--- src/rtl/dummy_index_collector.sv ---
// -----------------------------------------------------------------------------
// dummy_index_collector
//
// Rebuilds a WIDTH-bit vector from a stream of bit indices. Each accepted
// index sets one bit of the vector under construction. The vector is emitted
// once BATCH indices have been counted, or earlier when flush_i is seen with
// at least one index counted. An empty vector is never emitted.
//
// Parameters
//   WIDTH  output vector width (>= 2)
//   BATCH  counted indices that close a vector (1 <= BATCH <= WIDTH)
//   IDX_W  index width, derived as $clog2(WIDTH)
//
// Ports
//   clk_i        clock, all state updates on the rising edge
//   rst_ni       asynchronous active-low reset
//   idx_i        bit index to set
//   idx_valid_i  idx_i valid
//   idx_ready_o  block accepts idx_i (high while collecting)
//   flush_i      close the current vector early (sampled each cycle)
//   vec_o        collected vector (meaningful only while vec_valid_o is high)
//   vec_valid_o  vec_o valid
//   vec_ready_i  downstream accepts vec_o
//   dup_o        one-cycle pulse: the accepted index was already set
//   err_o        one-cycle pulse: the accepted index was >= WIDTH
//
// Handshakes: a transfer happens on a rising edge where valid and ready are
// both high. A source never withdraws valid or changes its payload while
// waiting for ready; ready is a pure function of the collector state.
//
// Optional feature
//   DUMMY_COLLECTOR_DUP_CHECK_EN  when defined, duplicate indices pulse dup_o
//   and a simulation-only warning reports the index. When undefined, dup_o
//   is tied low. Counting is identical in both builds.
// -----------------------------------------------------------------------------
module dummy_index_collector #(
    parameter  int WIDTH = 16,
    parameter  int BATCH = 4,
    localparam int IDX_W = $clog2(WIDTH)
) (
    input  logic             clk_i,
    input  logic             rst_ni,
    input  logic [IDX_W-1:0] idx_i,
    input  logic             idx_valid_i,
    output logic             idx_ready_o,
    input  logic             flush_i,
    output logic [WIDTH-1:0] vec_o,
    output logic             vec_valid_o,
    input  logic             vec_ready_i,
    output logic             dup_o,
    output logic             err_o
);

    localparam int CNT_W = $clog2(BATCH + 1);

    typedef enum logic {
        COLLECT = 1'b0,
        OUTPUT  = 1'b1
    } state_t;

    state_t           state_q, state_d;
    logic [WIDTH-1:0] vec_q, vec_d;
    logic [CNT_W-1:0] cnt_q, cnt_d;
    logic [CNT_W-1:0] cnt_post;
    logic [WIDTH-1:0] idx_onehot;
    logic             accept;
    logic             in_range;
    logic             err_d, err_q;

    assign accept = (state_q == COLLECT) && idx_valid_i;

    // Only reachable as false when WIDTH is not a power of two.
    assign in_range = {1'b0, idx_i} < (IDX_W + 1)'(WIDTH);

    // Out-of-range indices decode to zero so they never touch vec_q.
    assign idx_onehot = in_range ? (WIDTH'(1) << idx_i) : '0;

    // Count after this cycle's accept; duplicates count, out-of-range do not.
    assign cnt_post = cnt_q + CNT_W'(accept && in_range);

    assign err_d = accept && !in_range;

    // Next-state and outputs.
    always_comb begin
        state_d     = state_q;
        vec_d       = vec_q;
        cnt_d       = cnt_q;
        idx_ready_o = 1'b0;
        vec_valid_o = 1'b0;
        vec_o       = vec_q;
        case (state_q)
            COLLECT: begin
                idx_ready_o = 1'b1;
                if (accept) begin
                    vec_d = vec_q | idx_onehot;
                end
                cnt_d = cnt_post;
                // A flush in the same cycle as an accept includes that index.
                if ((cnt_post == CNT_W'(BATCH)) || (flush_i && (cnt_post != '0))) begin
                    state_d = OUTPUT;
                end
            end
            OUTPUT: begin
                vec_valid_o = 1'b1;
                if (vec_ready_i) begin
                    vec_d   = '0;
                    cnt_d   = '0;
                    state_d = COLLECT;
                end
            end
            default: begin
                state_d = COLLECT;
            end
        endcase
    end

    always_ff @(posedge clk_i or negedge rst_ni) begin
        if (!rst_ni) begin
            state_q <= COLLECT;
            vec_q   <= '0;
            cnt_q   <= '0;
            err_q   <= 1'b0;
        end else begin
            state_q <= state_d;
            vec_q   <= vec_d;
            cnt_q   <= cnt_d;
            err_q   <= err_d;
        end
    end

    assign err_o = err_q;

`ifdef DUMMY_COLLECTOR_DUP_CHECK_EN
    logic dup_d, dup_q;

    // Out-of-range indices have an all-zero one-hot, so they never flag.
    assign dup_d = accept && |(vec_q & idx_onehot);

    always_ff @(posedge clk_i or negedge rst_ni) begin
        if (!rst_ni) begin
            dup_q <= 1'b0;
        end else begin
            dup_q <= dup_d;
        end
    end

    assign dup_o = dup_q;

`ifndef SYNTHESIS
    always @(posedge clk_i) begin
        if (rst_ni && dup_d) begin
            $warning("dummy_index_collector: duplicate index %0d", idx_i);
        end
    end
`endif
`else
    assign dup_o = 1'b0;
`endif

endmodule

--- config.mk ---
export PLATFORM = sky130hd
export DESIGN_NAME = dummy_index_collector
export DESIGN_NICKNAME = d
export VERILOG_FILES = /design/src/rtl/dummy_index_collector.sv
export SDC_FILE = /design/constraint.sdc
export NUM_CORES = 1
export LEC_CHECK = 0
export CAP_MARGIN = 20
export CORE_MARGIN = 2
export CORE_UTILIZATION = 45
export DETAILED_ROUTE_END_ITERATION = 6
export PLACE_DENSITY_LB_ADDON = 0.15
export SYNTH_ARGS = -nofsm -noshare
export SYNTH_HDL_FRONTEND = slang
export SYNTH_SLANG_ARGS = --single-unit
--- constraint.sdc ---
create_clock -name clk_i -period 3.3 [get_ports clk_i]
set_input_delay 0.495 -clock clk_i [delete_from_list [all_inputs] [get_ports clk_i]]
set_output_delay 0.495 -clock clk_i [all_outputs]
set_load 0.01 [all_outputs]
==> reports/metrics.yaml <==
num-fill-cells: 150
cts_hold_buf: 0
ys_types: 24
ctsResizeCount: 0
cp_max_fo: 8
post-synth-top-area-cell: "dfrtp_1"
critPathLaunchType: "flop"
crit_required_ps: 2800
setup_tns_ps: 0
seq_area_sq_um: 500
relSlewSlack_pct: 42.0
multiInputGateArea_sq_um: 323
synth_top_cell_area_share_pct: 58.8
numCtsBuffers: 3
dp_hpwl_um: 1250
max_freq_ghz: 0.509
dr_wl_met3_um: 154
skew_ps: 0.864
cts_sinks: 20
ant_nets: 0
io_buffers: 26
grt_pass1_wl_um: 2790
dr_total_vias: 643
gp_congestion: 0.699
clockRootBuffer: "clkbuf_4"
grt_max_degree: 21
critPathKind: "reg -> out"
avgSynthCellArea_sq_um: 12.7
outcome: "completed"
fin_nets: 106
finalHoldViolations: 0
synth_top_cells_by_area: "dfrtp_1 59%, a22o_1 10%, a32o_1 9.4%, ha_1 2.9%, nor2_1 2.2%"
netlist_instances: 67
area_delta_synth_final_pct: 38.1
netlist_area_sq_um: 851
rsz0062_at_grt: "no"
p_total_w: 0.000795
setup_viol: 0
seq_area_frac_synth_pct: 58.8
ir_drop_mv: 0.350
async_reset_ff_share_pct: 100
hold_class: "reg -> reg"
grt_antenna_before_repair: 0
start_util_pct: 48.7
drt_iter0_drc: 22
hold_start: "vec_o[15]$_DFFE_PN0P_"
clk_pin_slew_worst_paths_ps: 110
core.rowCount: 15
cts_tree: "built"
cts.htree.levels: 1
postCtsSetupBuffers: 0
drc_errors: 0
synthFlopType: "dfrtp_1"
drive_above_1_share_pct: 8.51
synth_common_cells: "20 x dfrtp_1, 10 x a22o_1, 8 x a32o_1"
wl_um: 1770
synth-edff-count: 0
die_h_um: 47.5
power_density_mw_per_mm2: 677
period_needed_ps: 1960
core_area_sq_mm: 0.00175
worstPathArrival_ps: 1470
post_drt_wl_per_cell_um: 14.9
yosysWarnings: 0
cp-startpoint: "state_q$_DFF_PN0_"
io_pins: 29
cap_viol_max_count: 0
drt-pass1-iter-count: 4
clk_latency_ps: 300
grt-ovfl-total: 0
crit_path_end_kind: "output port"
top_layer_used: "met4"
met1Wirelength_um: 823
dr_wl_met2_um: 776
p_leak_nw: 0.528
clock_path_buffers: 2
via_per_inst: 5.40
tightest_slew_ps: 867
yosysMostFrequentCell: "dfrtp_1"
die_area_sq_mm: 0.00225
min_period_over_period_pct: 59.5
drv_slew: 0
synth-seq-cells: 20
grt_usage_pct: 18.3
die_w_um: 47.5
grt_pass1_vias: 610
diodes: 0
worstReg2RegStart: "state_q$_DFF_PN0_"
[final cells by class]
| type | instances | area share (%) |
|---|---|---|
| Clock buffer | 3 | 1.92 |
| Inverter | 2 | 0.639 |
| Clock inverter | 1 | 2.56 |
| Tap cell | 25 | 2.66 |
| Timing Repair Buffer | 26 | 22.2 |
| Sequential cell | 20 | 42.6 |
| Multi-Input combinational cell | 42 | 27.5 |
[logic make-up (layout without fill, tap and decap cells)]
| kind of cell | after synthesis | in the layout | share of synthesized area [%] |
|---|---|---|---|
| buffers and inverters | 6 | 32 | 3.67 |
| flip-flops | 20 | 20 | 58.8 |
| AND/OR/NAND/NOR | 16 | 16 | 11.2 |
| AO/OA/AOI/OAI | 21 | 21 | 21.9 |
| XOR/XNOR | 1 | 1 | 1.03 |
| adder cells (fa/ha/maj) | 2 | 2 | 2.94 |
| other | 1 | 2 | 0.441 |
[placed cells by master (no fill, tap or decap), drive strengths merged, types with 3 or more instances in the layout]
| cell type | instances |
|---|---|
| nor2 | 5 |
| a32o | 8 |
| a22o | 10 |
| clkbuf | 3 |
| dfrtp | 20 |
| clkdlybuf4s50 | 26 |
[where the power goes]
part | switching, W | internal [W] | total (W)
Combinational | 0.000122 | 0.000147 | 0.000269
Sequential | 0.0000364 | 0.000292 | 0.000328
Clock | 0.0000755 | 0.000123 | 0.000198
Total | 0.000234 | 0.000562 | 0.000795
[through the flow]
step,hold slack [ps],cells,util (%),cell area (sq um),setup slack [ps]
3_5_place_dp,479,115,64.3,1120,1230
4_1_cts,505,119,67.3,1170,1330
5_1_grt,528,119,67.3,1170,1260
6_report,504,119,67.3,1170,1340
3_3_place_gp,477,115,64.3,1120,1310
2_1_floorplan,199,68,-,855,1770
[routing by layer]
| layer | track usage [%] | vias up |
|---|---|---|
| met5 | 0 | - |
| met2 | 27.8 | 31 |
| li1 | - | 305 |
| met3 | 4.53 | 2 |
| met4 | 6.67 | 0 |
| met1 | 25.4 | 305 |
[final timing paths]
kind                                              end  slack, ps  depth (start not counted)
worst max-delay path                      idx_ready_o       1340                          2
worst min-delay path            vec_o[15]$_DFFE_PN0P_        500                          1
worst max register to register      state_q$_DFF_PN0_       1640                          7
worst min register to register  vec_o[15]$_DFFE_PN0P_        500                          1
max in group asynchronous        vec_o[4]$_DFFE_PN0P_       2100                          1
min in group asynchronous        cnt_q[2]$_DFFE_PN0P_        680                          1
[worst max-delay path, cell delays in order (launching register included)]
cell,delay (ps)
dfrtp_1,470
inv_1,150
clkdlybuf4s50_1,550
[sequential cells by signal, summed over array words and instances (netlist names)]
name,count
state_q,1
cnt_q,3
vec_o,16
(Power assumes the default switching activity.)
